**src/rtl/vpifo_root_scheduler.sv**
```systemverilog
// Root scheduler in front of the level-0 PIFO_SRAM node.
// Arbitrates push/pop per slot, tracks tree counts, returns pops.
//
// Ports:
//   i_clk, i_arst_n            clock, async active-low reset
//   s_push_*                   push request (valid/ready, tree, data)
//   s_pop_*                    pop request (valid/ready, tree)
//   m_pop_*                    pop result (valid pulse, data, tree, empty)
//   o_push_drop                accepted push discarded, tree full
//   o_push/o_pop/o_push_data   registered commands to level-0 node
//   o_tree_id                  tree id of issued command
//   i_pop_data                 level-0 node pop data
//   o_my_addr/o_level          node identity, tied to 0
//   o_occupancy                per-tree counts, tree k at [k*CNW +: CNW]
module vpifo_root_scheduler #(
  parameter int PTW      = 16,
  parameter int MTW      = 0,
  parameter int LEVEL    = 4,
  parameter int TREE_NUM = 4,
  parameter int TREE_CAP = 2 * ((1 << LEVEL) - 1),
  localparam int DW  = MTW + PTW,
  localparam int TW  = (TREE_NUM > 1) ? $clog2(TREE_NUM) : 1,
  localparam int CNW = $clog2(TREE_CAP + 1),
  localparam int LW  = (LEVEL > 1) ? $clog2(LEVEL) : 1
) (
  input  logic                    i_clk,
  input  logic                    i_arst_n,
  input  logic                    s_push_valid,
  output logic                    s_push_ready,
  input  logic [TW-1:0]           s_push_tree,
  input  logic [DW-1:0]           s_push_data,
  input  logic                    s_pop_valid,
  output logic                    s_pop_ready,
  input  logic [TW-1:0]           s_pop_tree,
  output logic                    m_pop_valid,
  output logic [DW-1:0]           m_pop_data,
  output logic [TW-1:0]           m_pop_tree,
  output logic                    m_pop_empty,
  output logic                    o_push_drop,
  output logic                    o_push,
  output logic                    o_pop,
  output logic [DW-1:0]           o_push_data,
  input  logic [DW-1:0]           i_pop_data,
  output logic [TW-1:0]           o_tree_id,
  output logic [LEVEL-2:0]        o_my_addr,
  output logic [LW-1:0]           o_level,
  output logic [TREE_NUM*CNW-1:0] o_occupancy
);

  localparam logic [CNW-1:0] CAP = CNW'(TREE_CAP);
  localparam logic [CNW-1:0] ONE = CNW'(1);

  typedef enum logic {
    S_IDLE = 1'b0,
    S_GAP  = 1'b1
  } state_t;

  typedef struct packed {
    logic          v;
    logic          e;
    logic [TW-1:0] tree;
  } pop_pipe_t;

  state_t         state_q;
  state_t         state_d;
  logic           prefer_pop;
  logic [CNW-1:0] cnt_q [TREE_NUM];
  pop_pipe_t      p1_q;
  pop_pipe_t      p2_q;

  logic           push_hs;
  logic           pop_hs;
  logic [CNW-1:0] push_cnt;
  logic [CNW-1:0] pop_cnt;
  logic           push_full;
  logic           pop_empty;

  assign o_my_addr = '0;
  assign o_level   = '0;

  assign push_cnt  = cnt_q[s_push_tree];
  assign pop_cnt   = cnt_q[s_pop_tree];
  assign push_full = (push_cnt == CAP);
  assign pop_empty = (pop_cnt == '0);
  assign push_hs   = s_push_valid & s_push_ready;
  assign pop_hs    = s_pop_valid & s_pop_ready;

  // Readies are gated by reset so nothing is granted while held.
  always_comb begin
    state_d      = state_q;
    s_pop_ready  = 1'b0;
    s_push_ready = 1'b0;
    unique case (state_q)
      S_IDLE: begin
        s_pop_ready  = i_arst_n & (~s_push_valid | prefer_pop);
        s_push_ready = i_arst_n & (~s_pop_valid | ~prefer_pop);
        if (pop_hs) state_d = S_GAP;
      end
      S_GAP: begin
        state_d = S_IDLE;
      end
    endcase
  end

  always_comb begin
    o_occupancy = '0;
    for (int k = 0; k < TREE_NUM; k++) begin
      o_occupancy[k*CNW +: CNW] = cnt_q[k];
    end
  end

  always_ff @(posedge i_clk or negedge i_arst_n) begin
    if (!i_arst_n) begin
      state_q     <= S_IDLE;
      prefer_pop  <= 1'b1;
      for (int k = 0; k < TREE_NUM; k++) cnt_q[k] <= '0;
      o_push      <= 1'b0;
      o_pop       <= 1'b0;
      o_push_data <= '0;
      o_tree_id   <= '0;
      o_push_drop <= 1'b0;
      p1_q        <= '0;
      p2_q        <= '0;
      m_pop_valid <= 1'b0;
      m_pop_empty <= 1'b0;
      m_pop_tree  <= '0;
      m_pop_data  <= '0;
    end else begin
      state_q     <= state_d;
      o_push      <= 1'b0;
      o_pop       <= 1'b0;
      o_push_data <= '0;
      o_tree_id   <= '0;
      o_push_drop <= 1'b0;
      if (push_hs) begin
        prefer_pop <= 1'b1;
        if (push_full) begin
          o_push_drop <= 1'b1;
        end else begin
          o_push             <= 1'b1;
          o_push_data        <= s_push_data;
          o_tree_id          <= s_push_tree;
          cnt_q[s_push_tree] <= push_cnt + ONE;
        end
      end
      if (pop_hs) begin
        prefer_pop <= 1'b0;
        if (!pop_empty) begin
          o_pop             <= 1'b1;
          o_tree_id         <= s_pop_tree;
          cnt_q[s_pop_tree] <= pop_cnt - ONE;
        end
      end
      // Result pipe: node answers in the cycle after o_pop.
      p1_q.v    <= pop_hs;
      p1_q.e    <= pop_hs & pop_empty;
      p1_q.tree <= pop_hs ? s_pop_tree : '0;
      p2_q      <= p1_q;
      m_pop_valid <= p2_q.v;
      m_pop_empty <= p2_q.v & p2_q.e;
      m_pop_tree  <= p2_q.v ? p2_q.tree : '0;
      if (!p2_q.v) m_pop_data <= '0;
      else if (p2_q.e) m_pop_data <= '1;
      else m_pop_data <= i_pop_data;
    end
  end

endmodule

```
**config.mk**
```make
export PLATFORM = sky130hd
export DESIGN_NAME = vpifo_root_scheduler
export DESIGN_NICKNAME = d
export VERILOG_FILES = /design/src/rtl/vpifo_root_scheduler.sv
export SDC_FILE = /design/constraint.sdc
export NUM_CORES = 1
export LEC_CHECK = 0
export CORE_ASPECT_RATIO = 2
export CORE_UTILIZATION = 45
export DETAILED_ROUTE_END_ITERATION = 16
export PLACE_DENSITY_LB_ADDON = 0.1
export SKIP_LAST_GASP = 1
export SYNTH_ARGS = -nofsm -noshare
export SYNTH_HDL_FRONTEND = slang
export SYNTH_SLANG_ARGS = --single-unit
```
**constraint.sdc**
```tcl
create_clock -name i_clk -period 6.9 [get_ports i_clk]
set_input_delay 1.035 -clock i_clk [delete_from_list [all_inputs] [get_ports i_clk]]
set_output_delay 1.035 -clock i_clk [all_outputs]
set_load 0.05 [all_outputs]
```
Yosys cells after proc, flatten, opt, wreduce, memory -nomap -nowiden
Index checks and enable logic that the tools add are counted.
{"block": "op_classes", "n_eq_ne": 1, "n_mul": 0, "n_lt_le_gt_ge": 4, "reduce_logical": 4, "shift": 0, "n_bitwise": 14, "n_div": 0, "n_addsub": 2, "muxes": 38}
{"operator": "20-bit two-way mux", "n": 4}
{"operator": "16-bit two-way mux", "n": 4}
{"operator": "20-bit bitwise mux", "n": 2}
{"operator": "5-bit two-way mux", "n": 6}
{"operator": "5-bit binary-select mux with 2-bit select", "n": 2}
{"operator": "5-bit demux with 2-bit select", "n": 2}
{"operator": "2-bit two-way mux", "n": 6}
{"operator": "1-bit two-way mux", "n": 11}
{"operator": "1-bit bitwise AND", "n": 6}
{"operator": "3-bit greater-or-equal comparator (second input constant)", "n": 2}
{"operator": "3-bit by 1-bit < comparator with 1-bit output (second input constant)", "n": 2}
{"operator": "2-bit NOT with 3-bit output", "n": 2}
{"operator": "5-bit by 1-bit adder with 5-bit output (second input constant)", "n": 1}
{"operator": "5-bit == test (second input constant)", "n": 1}
{"operator": "5-bit logical NOT", "n": 1}
{"operator": "5-bit by 1-bit subtractor with 5-bit output (second input constant)", "n": 1}
{"operator": "1-bit NOT", "n": 4}
{"operator": "1-bit logical AND", "n": 2}
{"operator": "1-bit bitwise OR", "n": 2}
{"operator": "1-bit case mux with 2 select lines", "n": 1}
{"operator": "2-bit nonzero test", "n": 1}
{"block": "totals", "regBits": 71, "output_inout_bits": 68, "ram_bits": 0, "wordCells": 84, "latchBits": 0, "inputBits": 40, "rom_bits": 0, "mem_count": 0}

Logic depth before layout (Yosys ltp)
Gate-level depths: netlist of run 1.
{"block": "logic_depth", "depth_word": 11, "depth_mapped": 10, "depth_no_buf": 9}

Worst setup path before layout of run 1
No wires, ideal clock.
{"block": "synth_path", "kind": "input to register", "from": "in s_pop_tree[0]", "to": "reg cnt_q, in the netlist o_occupancy[12]", "setup_time_ns": 0.136, "path_stages": 9, "t_required_ns": 6.764, "path_buffers": 2, "setup_slack_ns": 3.693, "arrival_time_ns": 3.071, "cell_sequence": "buf_6 > mux4_1 > inv_1 > ha_1 > or4b_4 > and3_4 > nor2b_4 > buf_6 > mux2i_1"}
{"block": "synth_between", "elab_chain_cells": 8, "elab_cells_between_ends": 14, "classes_between": "add/sub: 1; order compare: 2; mux: 8; bitwise: 1; reduce/logical: 2"}
{"element": "start: declaration", "line": "34", "text": "input logic [TW-1:0] s_pop_tree,"}
{"element": "2-bit NOT with 3-bit output (not written as such) (*)", "line": "82, 151"}
{"element": "5-bit binary-select mux with 2-bit select, or another cell as far along", "line": "82", "text": "assign pop_cnt = cnt_q[s_pop_tree];"}
{"element": "5-bit two-way mux (not written as such) or 1-bit logical AND (tied branches)", "line": "82, 151"}
{"element": "5-bit two-way mux, on equally long branches", "line": "82, 151"}
{"element": "5-bit by 1-bit subtractor with 5-bit output or 5-bit demux with 2-bit select (tied branches)", "line": "151", "text": "cnt_q[s_pop_tree] <= pop_cnt - ONE;"}
{"element": "20-bit bitwise mux", "line": "151"}
{"element": "20-bit two-way mux (*)", "line": "148", "text": "if (!pop_empty) begin"}
{"element": "20-bit two-way mux (*)", "line": "146", "text": "if (pop_hs) begin"}
{"element": "end signal: indexed assignment", "line": "143", "text": "cnt_q[s_push_tree] <= push_cnt + ONE;"}
{"element": "end signal: indexed assignment", "line": "151"}
{"element": "end: declaration", "line": "67", "text": "logic [CNW-1:0] cnt_q [TREE_NUM];"}
Mark *: on every way between the ends. The rest lies on a longest branch, timed or not. The select of a mux whose other input is x is not followed.
A chain may end at the register's enable or synchronous reset.

Worst setup path in the final report of run 1
{"block": "layout_path", "from": "in i_arst_n", "to": "out s_push_ready"}
{"block": "layout_between", "elab_chain_cells": 2}
{"element": "start: declaration", "line": "27", "text": "input logic i_arst_n,"}
{"element": "1-bit bitwise AND", "line": "96", "text": "s_push_ready = i_arst_n & (~s_pop_valid | ~prefer_pop);"}
{"element": "1-bit two-way mux", "line": "93", "text": "unique case (state_q)"}
{"element": "end: declaration", "line": "29", "text": "output logic s_push_ready,"}
No other way between the ends.

==> results of run 1 <==
[cell families after synthesis]
family | count (synthesis) | share of synthesized area
other | 1 | 0.00118
adders and majority gates | 3 | 0.0118
xor gates and xnor gates | 5 | 0.0138
muxes | 51 | 0.200
and+or+nand+nor | 45 | 0.109
AOI/OAI and AO/OA | 25 | 0.0575
buffers and inverters | 26 | 0.0465
DFF | 71 | 0.560
[layout make-up]
type,instances,area [µm²]
clock buffers,11,243
clock inverters,4,70.1
fillers,577,2360
inverters,9,33.8
multi-input cells,134,1260
flip-flops and latches,71,1780
well taps,90,113
repair buffers,103,1020
[registers in the layout, summed over array words and instances (netlist names), 2 cells and up]
| register | flops |
|---|---|
| p1_q | 4 |
| m_pop_data | 16 |
| o_tree_id | 2 |
| p2_q | 4 |
| o_push_data | 16 |
| o_occupancy | 20 |
| m_pop_tree | 2 |
[where the power goes]
part	internal (mW)	switching (mW)	leakage (nW)
Combinational	0.244	0.413	0.856
Clock	0.323	0.157	0.155
Sequential	0.484	0.0611	0.944
[layout by cell type, fill, tap and decap left out, types with 2 or more instances in the layout]
| master | instances |
|---|---|
| a211oi_1 | 2 |
| a21oi_1 | 3 |
| and2_1 | 20 |
| bufinv_16 | 2 |
| clkbuf_16 | 9 |
| clkdlybuf4s50_1 | 101 |
| clkinv_2 | 2 |
| conb_1 | 5 |
| dfrtp_1 | 70 |
| ha_1 | 3 |
| inv_1 | 9 |
| mux2i_1 | 41 |
| mux4_1 | 3 |
| mux4_2 | 6 |
| nand2_1 | 5 |
| nand3_1 | 2 |
| nor2_1 | 3 |
| nor3_2 | 2 |
| nor4b_4 | 2 |
| o21a_1 | 16 |
| xnor2_1 | 4 |
[stage by stage]
step,util,cell area [µm²]
2_1_floorplan,-,3190
3_3_place_gp,0.612,4210
3_5_place_dp,0.612,4210
4_1_cts,0.657,4520
5_1_grt,0.657,4520
6_report,0.657,4520
[path summary, 6_finish.rpt]
check                                   to            from  cells past startpoint  slack (ns)
min reg2reg                        p2_q[3]         p1_q[3]                      0        0.35
max in group asynchronous   o_push_data[0]        i_arst_n                      2        5.40
min in group asynchronous  o_push_data[10]        i_arst_n                      2        0.92
min                                p2_q[3]         p1_q[3]                      0        0.35
max                           s_push_ready        i_arst_n                      5        2.78
max reg2reg                o_occupancy[15]  o_occupancy[5]                      7        4.33
[per-layer routing]
layer | GRT usage | vias up
li1 | - | 983
met3 | 0.0567 | 26
met4 | 0.126 | 0
met2 | 0.414 | 90
met5 | 0 | -
met1 | 0.208 | 1062
==> metrics.md, run 1 <==
| Metric | Value |
|---|---|
| Setup_tns | 0 ns |
| Tot GR Track Use | 0.225 |
| Async SR Flop Fraction | 1.00 |
| Worst-Margin Slew | 0.986 ns |
| Root Driver | clkbuf_16 |
| Synth unique cells | 40 |
| Post-Layout Cell Count | ~420 |
| Min Tclk post-route | about 4.1 ns |
| First-pass GRT wire length | around 12,000 µm |
| Max-cap violation count | 0 |
| CTS tree | yes |
| Startpoint types | input pin |
| # rows | 43 |
| WHS | ~0.35 ns |
| Pwr dens | 372 nW/µm² |
| Vias in the first global route | 2,286 |
| Fmax achieved | about 0.24 GHz |
| Fin crit share | 0.597 |
| Crit path max-delay family | buffers and inverters |
| Die ar. | roughly 7400 µm² |
| Final Hold Fails | 0 |
| Max_slew headroom | 0.340 |
| RSZ-0062 raised after global routing | no |
| Ant. Diodes | 0 |
| Yosys top cell area share | 0.552 |
| Placed Cells | slightly above 400 |
| Longest Clk Path Bufs | 2 |
| Slack of the critical path | roughly 2.8 ns |
| Mean Syn Cell Area | 14.0 µm² |
| Io pins | 108 |
| Vias per cell | roughly 5 |
| Top cells by area, synth | dfrtp_1 (55%), mux2i_1 (13%), mux4_2 (4.3%) |
| CP arrival | just over 3 ns |
| EDFF count, synth | 0 |
| Routed wire length | between 7000 and 8000 µm |
| Port-buffer cells | 102 |
| Min-delay worst type | flop to flop |
| Seq cells post-synth | between 70 and 80 |
| Via Count | 2,161 |
| Remaining antenna violation count | 0 |
| WL met3 | a little under 400 µm |
| Grt ovf | 0 |
| Post-synth top area cell | dfrtp_1 |
| Mapped Cells | 227 |
| Gpl congestion | 0.855 |
| Synthesized area | around 3200 µm² |
| First-pass iteration count of the detailed router | 4 |
| Share of layout cells above drive strength 1 | 0.111 |
| CP bufs+invs | 3 |
| Worst VDD drop | around 0.27 mV |
| Clock Sinks | 71 |
| Leak Pwr | just under 2 nW |
| Setup Fix Bufs, Post-CTS | 0 |
| Antenna violations before repair | 0 |
| Die Ht | between 100 and 150 µm |
| Sequential share of the synthesized area | 0.560 |
| Status | finished, final reports clean |
| Met2 Wirelength | between 4000 and 5000 µm |
| Most common cell in the synthesized netlist | dfrtp_1 |
| CP Data Required Time | between 5 and 6 ns |
| P&R area growth vs syn | 42.5% |
| Post-DP HPWL | 5640 µm |
| Largest net degree at the start of global routing | 73 |
| Worst path slowest cell | clkdlybuf4s50_1 |
| Commonest cells in the synthesized netlist | dfrtp_1 (70), mux2i_1 (41), and2_1 (20) |
| Clock Skews | slightly below 0.006 ns |
| Overall Power | 1.68 mW |
| Synth Warn # | 0 |
| CTS buffer count | 9 |
| Crit-path cells | buf_2, buf_4, nand2b_1, a21oi_1, clkdlybuf4s50_1 |
| Initial Utilization | 0.461 |
| Critical path fanouts, max | roughly 70 |
| Fin nets | between 300 and 400 |
| DP Worst Slack | about 2.6 ns |
| DR WL/cell | ~18 µm |
| Top Metal Used | met4 |
| Post-cts resize count | 0 |
| Hold-fix buffers at CTS | 0 |
| M1 WL | roughly 2300 µm |
| Die width | a little over 60 µm |
| Finish-stage setup viols | 0 |
| Slew Viols, Final | 0 |
| 1st-iter DRT viols | 75 |
| Core area | between 6000 and 7000 µm² |
| Crit-path max cell delay | 0.82 ns |
| CP Capture Type | output port |
| H-tree depth | 3 |
| Clock network latency to the later pin of the worst-skew pair | around 0.32 ns |
| Main synth FF type | dfrtp_1 |
| Clock slew at reported path FFs | about 0.050 ns |
| WS Path Type | input pin to output port |
| # DRC | 0 |
Power figures use the tool's default switching activity.
==> inputs of run 2 (changes only) <==
--- a/config.mk
+++ b/config.mk
@@ -6,7 +6,7 @@
 export NUM_CORES = 1
 export LEC_CHECK = 0
 export CORE_ASPECT_RATIO = 2
-export CORE_UTILIZATION = 45
+export CORE_UTILIZATION = 41
 export DETAILED_ROUTE_END_ITERATION = 16
 export PLACE_DENSITY_LB_ADDON = 0.1
 export SKIP_LAST_GASP = 1
==> constraint.sdc (replaced) <==
create_clock -name i_clk -period 3.62 [get_ports i_clk]
set_input_delay 0.543 -clock i_clk [delete_from_list [all_inputs] [get_ports i_clk]]
set_output_delay 0.543 -clock i_clk [all_outputs]
set_load 0.05 [all_outputs]
==> metrics.md, run 2 (same netlist as run 1, synthesis figures left out) <==
| Metric | Value |
|---|---|
| Vias per cell | just under 5 |
| Clock slew at reported path FFs | ~0.05 ns |
| Longest Clk Path Bufs | 2 |
| 1st-iter DRT viols | about 120 |
| DR WL/cell | 18.1 µm |
| Reg2Reg Setup Slack | 1.14 ns |
| Die ar. | 8120 µm² |
| Max_slew headroom | 0.420 |
| Design area | approximately 4600 µm² |
| Post-Layout Cell Count | 440 |
| Finish-stage setup viols | 0 |
| DP Area | around 4300 µm² |
| Fmax achieved | 0.332 GHz |
| Critical path fanouts, max | 6 |
| Min Tclk post-route | around 3.0 ns |
| CP arrival | about 3.2 ns |
| Vias in the first global route | ~2,300 |
| Routed wire length | ~8000 µm |
| Clock Sinks | between 70 and 80 |
| First-pass GRT wire length | ~12,000 µm |
| Largest register FFs | 20 |
| Clock network latency to the later pin of the worst-skew pair | 0.33 ns |
| Final Hold Fails | 0 |
| # rows | between 40 and 50 |
| Setup_tns | 0 ns |
| Core area | 7540 µm² |
| Crit-path cells | clkdlybuf4s50_1, mux4_2, ha_1, and4_1, nor4b_4, mux2i_1, mux2i_1 |
| Die width | between 60 and 70 µm |
| Min-delay worst type | flop to flop |
| Setup Fix Bufs, Post-CTS | 0 |
| First-pass iteration count of the detailed router | 4 |
| Crit-path max cell delay | 0.68 ns |
| Worst path slowest cell | clkdlybuf4s50_1 |
| CTS buffer count | 9 |
| Post-DP HPWL | ~6000 µm |
| Gpl congestion | ~0.9 |
| Leak Pwr | 2.01 nW |
| CTS tree | yes |
| Worst VDD drop | 0.535 mV |
| Slew Viols, Final | 0 |
| Tot GR Track Use | 0.217 |
| Fin crit share | 0.832 |
| Root Driver | clkbuf_16 |
| Pwr dens | between 600 and 700 nW/µm² |
| WHS | ~0.35 ns |
| Die Ht | 126 µm |
| Clock Skews | ~0.0043 ns |
| # DRC | 0 |
| CP bufs+invs | 1 |
| RSZ-0062 raised after global routing | no |
| Port-buffer cells | approximately 100 |
| H-tree depth | 3 |
| Crit path top cell by count | mux2i_1 |
| Most frequent cells in the layout | clkdlybuf4s50_1 (101), dfrtp_1 (70), mux2i_1 (41) |
| Antenna violations before repair | 0 |
| Grt ovf | 0 |
| P&R area growth vs syn | 45.3% |
| Post-cts resize count | 0 |
| Via Count | between 2,000 and 2,500 |
| CP Data Required Time | ~3.8 ns |
| Io pins | 108 |
| Placed Cells | 424 |
| Share of layout cells above drive strength 1 | 0.150 |
| Worst-Margin Slew | 0.870 ns |
| Hold-fix buffers at CTS | 0 |
| Remaining antenna violation count | 0 |
| Initial Utilization | 0.421 |
| Fin nets | between 300 and 400 |
| Ant. Diodes | 0 |
| Status | finished, final reports clean |
| Most common cell after layout, fill and taps aside | clkdlybuf4s50_1 |
| CP Capture Type | flop |
| Startpoint types | input pin |
| WS Path Type | input pin to flop |
| Crit path max-delay family | multiplexers |
| Largest net degree at the start of global routing | 72 |
| Max-cap violation count | 0 |
## run 2: final timing paths
check,from,endpoint,depth (start not counted)
worst max-delay path,s_push_tree[0],o_occupancy[14],7
worst min-delay path,p1_q[1],p2_q[1],0
worst max register to register,o_occupancy[16],o_occupancy[14],6
worst min register to register,p1_q[1],p2_q[1],0
max in group asynchronous,i_arst_n,o_push_data[0],2
min in group asynchronous,i_arst_n,state_q,2
## run 2: cell type report
cell class              instances  area, µm²
clock inverters                 6       60.1
repair buffers                116       1120
fillers                       633       2930
multi-input cells             134       1260
inverters                       9       33.8
flip-flops and latches         71       1780
clock buffers                  10        239
well taps                      94        118
## run 2: power breakdown
group	leakage, nW	internal (mW)	total, mW	switching, mW
clock	0.144	0.547	0.872	0.324
sequential	0.944	0.921	1.06	0.142
combinational	0.922	0.491	1.28	0.786
## run 2: metal layers
layer	track usage	up-vias	part of all wire	routed length, µm
li1	-	1007	-	-
met1	0.203	1057	0.33	2600
met2	0.399	96	0.57	4550
met3	0.0495	27	0.050	397
met4	0.154	0	0.053	423
met5	0	-	0	0
## run 2: metrics by stage
step	power (mW)	utilization	setup WS, ns
6_report	3.21	0.611	0.608
4_1_cts	3.25	0.611	0.596
5_1_grt	3.36	0.611	0.454
2_1_floorplan	1.87	-	0.905
3_5_place_dp	2.36	0.572	0.240
3_3_place_gp	2.36	0.572	0.299
